$ cat config.mk
export PLATFORM = sky130hd
export DESIGN_NAME = register_bus_arbiter
export DESIGN_NICKNAME = d
export VERILOG_FILES = /design/src/rtl/register_bus_arbiter.sv
export SDC_FILE = /design/constraint.sdc
export NUM_CORES = 1
export LEC_CHECK = 0
export CAP_MARGIN = 20
export CORE_AREA = 5 5 88 90
export DETAILED_ROUTE_END_ITERATION = 6
export DIE_AREA = 0 0 93 95
export GPL_TIMING_DRIVEN = 0
export PLACE_DENSITY_LB_ADDON = 0.3
export REMOVE_ABC_BUFFERS = 1
export SKIP_CTS_REPAIR_TIMING = 1
export SYNTH_ARGS = -nofsm -noshare
export SYNTH_HDL_FRONTEND = slang
export SYNTH_SLANG_ARGS = --single-unit
$ cat constraint.sdc
create_clock -name clk -period 4.65 [get_ports clk]
set_clock_uncertainty 0.2 [all_clocks]
set_input_delay 1.1625 -clock clk [delete_from_list [all_inputs] [get_ports clk]]
set_output_delay 1.1625 -clock clk [all_outputs]
set_load 0.02 [all_outputs]
$ cat src/rtl/register_bus_arbiter.sv
// Round-robin arbiter that shares one register-adapter command port among several requesters.
// Reads are tagged with the requester index so the fixed-latency read_valid is routed back
// to the requester that issued the read.
module register_bus_arbiter #(
  parameter int unsigned REQUESTERS   = 2,
  parameter int unsigned LATENCY      = 1,
  parameter int unsigned ADDRESSWIDTH = 4,
  // Derived from REQUESTERS; leave at its default.
  parameter int unsigned IDWIDTH      = $clog2(REQUESTERS)
) (
  input  logic                                      clk,
  input  logic                                      reset,
  input  logic [REQUESTERS-1:0]                     req_read,
  input  logic [REQUESTERS-1:0]                     req_write,
  input  logic [REQUESTERS-1:0][ADDRESSWIDTH-1:0]   req_address,
  input  logic [REQUESTERS-1:0][31:0]               req_data_in,
  output logic [REQUESTERS-1:0]                     req_waitrequest,
  output logic [REQUESTERS-1:0]                     req_read_valid,
  output logic [31:0]                               req_data_out,
  output logic                                      read,
  output logic                                      write,
  output logic [ADDRESSWIDTH-1:0]                   address,
  output logic [31:0]                               data_in,
  input  logic                                      read_valid,
  input  logic [31:0]                               data_out,
  output logic                                      tag_error
);

  logic [REQUESTERS-1:0]               active;
  logic [REQUESTERS-1:0]               grant_oh;
  logic                                grant_valid;
  logic [IDWIDTH-1:0]                  grant_id;
  logic [IDWIDTH-1:0]                  rr_ptr_q, rr_ptr_d;
  logic                                issue_read;
  logic [ADDRESSWIDTH-1:0]             addr_hold_q;
  logic [31:0]                         data_hold_q;
  logic [LATENCY-1:0]                  tag_valid_q;
  logic [LATENCY-1:0][IDWIDTH-1:0]     tag_id_q;
  logic                                tag_error_q, tag_error_d;

  assign active = req_read | req_write;

  // Grant search: first active requester scanning upward from rr_ptr, wrapping at REQUESTERS.
  always_comb begin
    logic [IDWIDTH:0] sum;
    grant_valid = 1'b0;
    grant_id    = '0;
    sum         = '0;
    for (int unsigned k = 0; k < REQUESTERS; k++) begin
      sum = {1'b0, rr_ptr_q} + (IDWIDTH + 1)'(k);
      if (sum >= (IDWIDTH + 1)'(REQUESTERS)) begin
        sum = sum - (IDWIDTH + 1)'(REQUESTERS);
      end
      // No grants while reset is held so every active requester stalls.
      if (!grant_valid && reset && active[sum[IDWIDTH-1:0]]) begin
        grant_valid = 1'b1;
        grant_id    = sum[IDWIDTH-1:0];
      end
    end
  end

  // Command path, stall signals and next round-robin pointer.
  always_comb begin
    grant_oh        = '0;
    write           = 1'b0;
    issue_read      = 1'b0;
    address         = addr_hold_q;
    data_in         = data_hold_q;
    rr_ptr_d        = rr_ptr_q;
    if (grant_valid) begin
      grant_oh   = REQUESTERS'(1) << grant_id;
      write      = req_write[grant_id];
      // Write wins; a simultaneous read is consumed without a tag.
      issue_read = req_read[grant_id] & ~req_write[grant_id];
      address    = req_address[grant_id];
      data_in    = req_data_in[grant_id];
      rr_ptr_d   = (grant_id == IDWIDTH'(REQUESTERS - 1)) ? '0 : grant_id + IDWIDTH'(1);
    end
    read            = issue_read;
    req_waitrequest = active & ~grant_oh;
  end

  // Return path: route read_valid by the oldest tag; a response without a tag is an error.
  always_comb begin
    req_read_valid = '0;
    if (read_valid && tag_valid_q[LATENCY-1]) begin
      req_read_valid = REQUESTERS'(1) << tag_id_q[LATENCY-1];
    end
    req_data_out = data_out;
    tag_error_d  = tag_error_q | (read_valid & ~tag_valid_q[LATENCY-1]);
  end

  assign tag_error = tag_error_q;

  // Pointer, held command fields and sticky error flag.
  always_ff @(posedge clk or negedge reset) begin
    if (!reset) begin
      rr_ptr_q    <= '0;
      addr_hold_q <= '0;
      data_hold_q <= '0;
      tag_error_q <= 1'b0;
    end else begin
      rr_ptr_q    <= rr_ptr_d;
      tag_error_q <= tag_error_d;
      if (grant_valid) begin
        addr_hold_q <= address;
        data_hold_q <= data_in;
      end
    end
  end

  // Tag shift register, one stage per cycle of adapter read latency.
  always_ff @(posedge clk or negedge reset) begin
    if (!reset) begin
      tag_valid_q <= '0;
      tag_id_q    <= '0;
    end else begin
      tag_valid_q[0] <= issue_read;
      tag_id_q[0]    <= grant_id;
      for (int unsigned i = 1; i < LATENCY; i++) begin
        tag_valid_q[i] <= tag_valid_q[i-1];
        tag_id_q[i]    <= tag_id_q[i-1];
      end
    end
  end

endmodule

==> run metrics <==
library cell used as clock root buffer=clkbuf_8; number of rows in the core area=31; clock sink count=40; total global-route track usage=16.9%; number of top-level design ports=186; n_diodes=0; delay of the slowest cell on the worst path=0.60 ns; per-cell routed wire length=22.5 microns; Total Die Area=0.00884 sq mm; Max clock buf depth=2; worst min-delay path class=reg2reg; clock tree from TritonCTS=done; power per cell area=307 mW/mm^2; peak supply drop=121 uV; overall routed net length=8880 microns; number of global-route vias before repair=2159; iteration-0 DRC count of the detailed router=98; number of antenna violations at the first check in global routing=0; later-pin clock latency in the skew report=0.28 ns; final clock period utilization by the worst path=97.0%; count of buffers inserted at the top-level ports=121; share of the synthesized area in the top cell type=40.3%; cell with the most instances after synthesis=a221o_1; maximum fanout count along the critical path=38; Critical Path, Cell by Cell=dlymetal6s2s_1, o21ai_2, o211a_4, buf_12, a221o_1, clkdlybuf4s50_1; actual transition at the worst max-transition pin=0.866 ns; most area-consuming cells after synthesis=dfrtp_1, a221o_1, buf_4; count of filler cells inserted in the layout=649; number of register bits inferred by synthesis=40; CP top delay family=buffers and inverters; area of the placeable core=0.00698 sq mm; total via count after detailed routing=2326; critical path type=in2out; net total in the final layout=423; cell taking the most area after synthesis=dfrtp_1; count of flip-flops with a built-in enable after synthesis=0; number of endpoints failing setup at the final stage=0; Hold Worst Slack=0.264 ns; largest net degree at the start of global routing=76; mean instance size in the synthesized netlist=11.1 sq um; area taken by multi-input logic gates=0.00119 sq mm; result of the run=complete, no violations; effective utilization at floorplan=35.6%; Synth Cell Area=0.00248 sq mm; most used flip-flop cell after synthesis=dfrtp_1; part of the Yosys area used for sequential elements=40.3%; area taken by flip-flops and latches=0.00100 sq mm; startpoint kind of the worst setup timing path=primary input; clock input transition at the sequential cells of the worst setup and hold paths=0.08 ns; relative area change from synthesis to final layout=48.9%; endpoint type of the worst setup path=output port; vias per cell=5.90; leakage=1.53 nW; post-layout total power=0.00114 W; level count of the clock H-tree=2; Final GP Congestion=0.696; width of the chip=93 microns; leftover overflow at the end of global routing=0; global-route wire length before repair=11500 microns; dpl hpwl=5660 microns; standard cell with the maximum stage delay on the critical path=clkdlybuf4s50_1; number of search-and-repair iterations in the first detailed-routing pass=4; Post-Synthesis Cells=223; drt drc=0; layout cells sized above 1=7.69%; remaining antenna violation count after routing=0; max frequency=222 MHz; Yosys Warn Count=0; Buf+Inv Stages, Crit Path=3; top post-synthesis cells by count=a221o_1, dfrtp_1, and2_1, buf_4, buf_2; Maximum Capacitance Violations=0; final worst path period need=4.51 ns; slew margin rel.=42.3%; required time at the endpoint of the critical path=3.29 ns; Slew Limit Fails=0; RSZ-0062 raised after global routing=no; FFs w/ async S/R, synth=100%; die outline height=95 microns; worst path arrival time=3.15 ns; Inserted Clock Buffers=5; aggregate negative setup slack=0 ns; number of distinct standard cells referenced by the synthesized netlist=23; number of hold-slack violations in the final timing report=0
## final cells by class
class                           instances  area share, %
Clock buffer                            6           1.96
Clock inverter                          1          0.135
Inverter                                2          0.203
Multi-Input combinational cell        134           32.1
Sequential cell                        40           27.0
Tap cell                               82           2.77
Timing Repair Buffer                  129           35.8
## flip-flops by register name (all words and copies together), names as in the netlist
signal / cells
addr_hold_q: 4
tag_id_q: 1
tag_valid_q: 1
tag_error: 1
data_hold_q: 32
rr_ptr_q: 1
## metrics by stage
| stage | util [%] | worst slack (ns) | instance area, sq um | instances |
|---|---|---|---|---|
| 6_report | 53.0 | 0.138 | 3700 | 394 |
| 5_1_grt | 53.0 | 0.0218 | 3700 | 394 |
| 4_1_cts | 50.9 | -0.542 | 3560 | 385 |
| 3_5_place_dp | 49.8 | -0.543 | 3480 | 378 |
| 3_3_place_gp | 49.1 | -2.75 | 3430 | 375 |
| 2_1_floorplan | - | 0.384 | 2110 | 172 |
## per-layer routing
metal	track usage [%]	vias up	wire [microns]
li1	-	1048	-
met1	23.6	1158	4240
met2	23.1	116	3700
met3	8.61	4	892
met4	3.30	0	42
met5	3.57	-	0
## logic make-up (layout without fill, tap and decap cells)
kind of cell / Yosys count / count (layout) / share of synthesized area (%)
DFF: 40 / 40 / 40.3
buffers and inverters: 53 / 138 / 15.2
and+or+nand+nor: 48 / 48 / 11.3
AOI/OAI and AO/OA: 82 / 86 / 33.2
## power by group
part           total [W]  leakage [nW]  internal (W)  switching (W)
combinational   0.000495         0.997      0.000268       0.000228
clock           0.000225        0.0410      0.000102       0.000123
sequential      0.000415         0.489      0.000400      0.0000147
total            0.00114          1.53      0.000770       0.000365
## path summary, 6_finish.rpt
path	from	end	slack, ns	cells past startpoint
max	req_write[1]	data_in[29]	0.14	6
min	tag_error	tag_error	0.26	1
max reg2reg	rr_ptr_q	addr_hold_q[3]	2.69	2
min reg2reg	tag_error	tag_error	0.26	1
max in group asynchronous	reset	data_hold_q[8]	3.21	2
min in group asynchronous	reset	data_hold_q[5]	0.56	1
## cell usage in the layout, fill, tap and decap left out
master             n
clkdlybuf4s50_1  116
a221o_1           72
o211a_4            1
buf_12             3
a21oi_1            2
clkinv_2           1
nor2_2             1
nand3b_1           1
inv_1              2
buf_4              4
o22a_1             1
clkbuf_1           1
o21ai_2            1
nand2b_1           1
o221a_2            1
and3_1             1
clkbuf_4           1
dlymetal6s2s_1     4
nand2_1            3
o41ai_4            2
dfrtp_1           40
nor2b_1            1
clkbuf_8           5
nor2_1             4
a211oi_1           1
o221a_4            2
and2_1            36
buf_8              1
o211a_2            1
a21o_1             2
No activity file was read; power rests on OpenSTA's default activity.
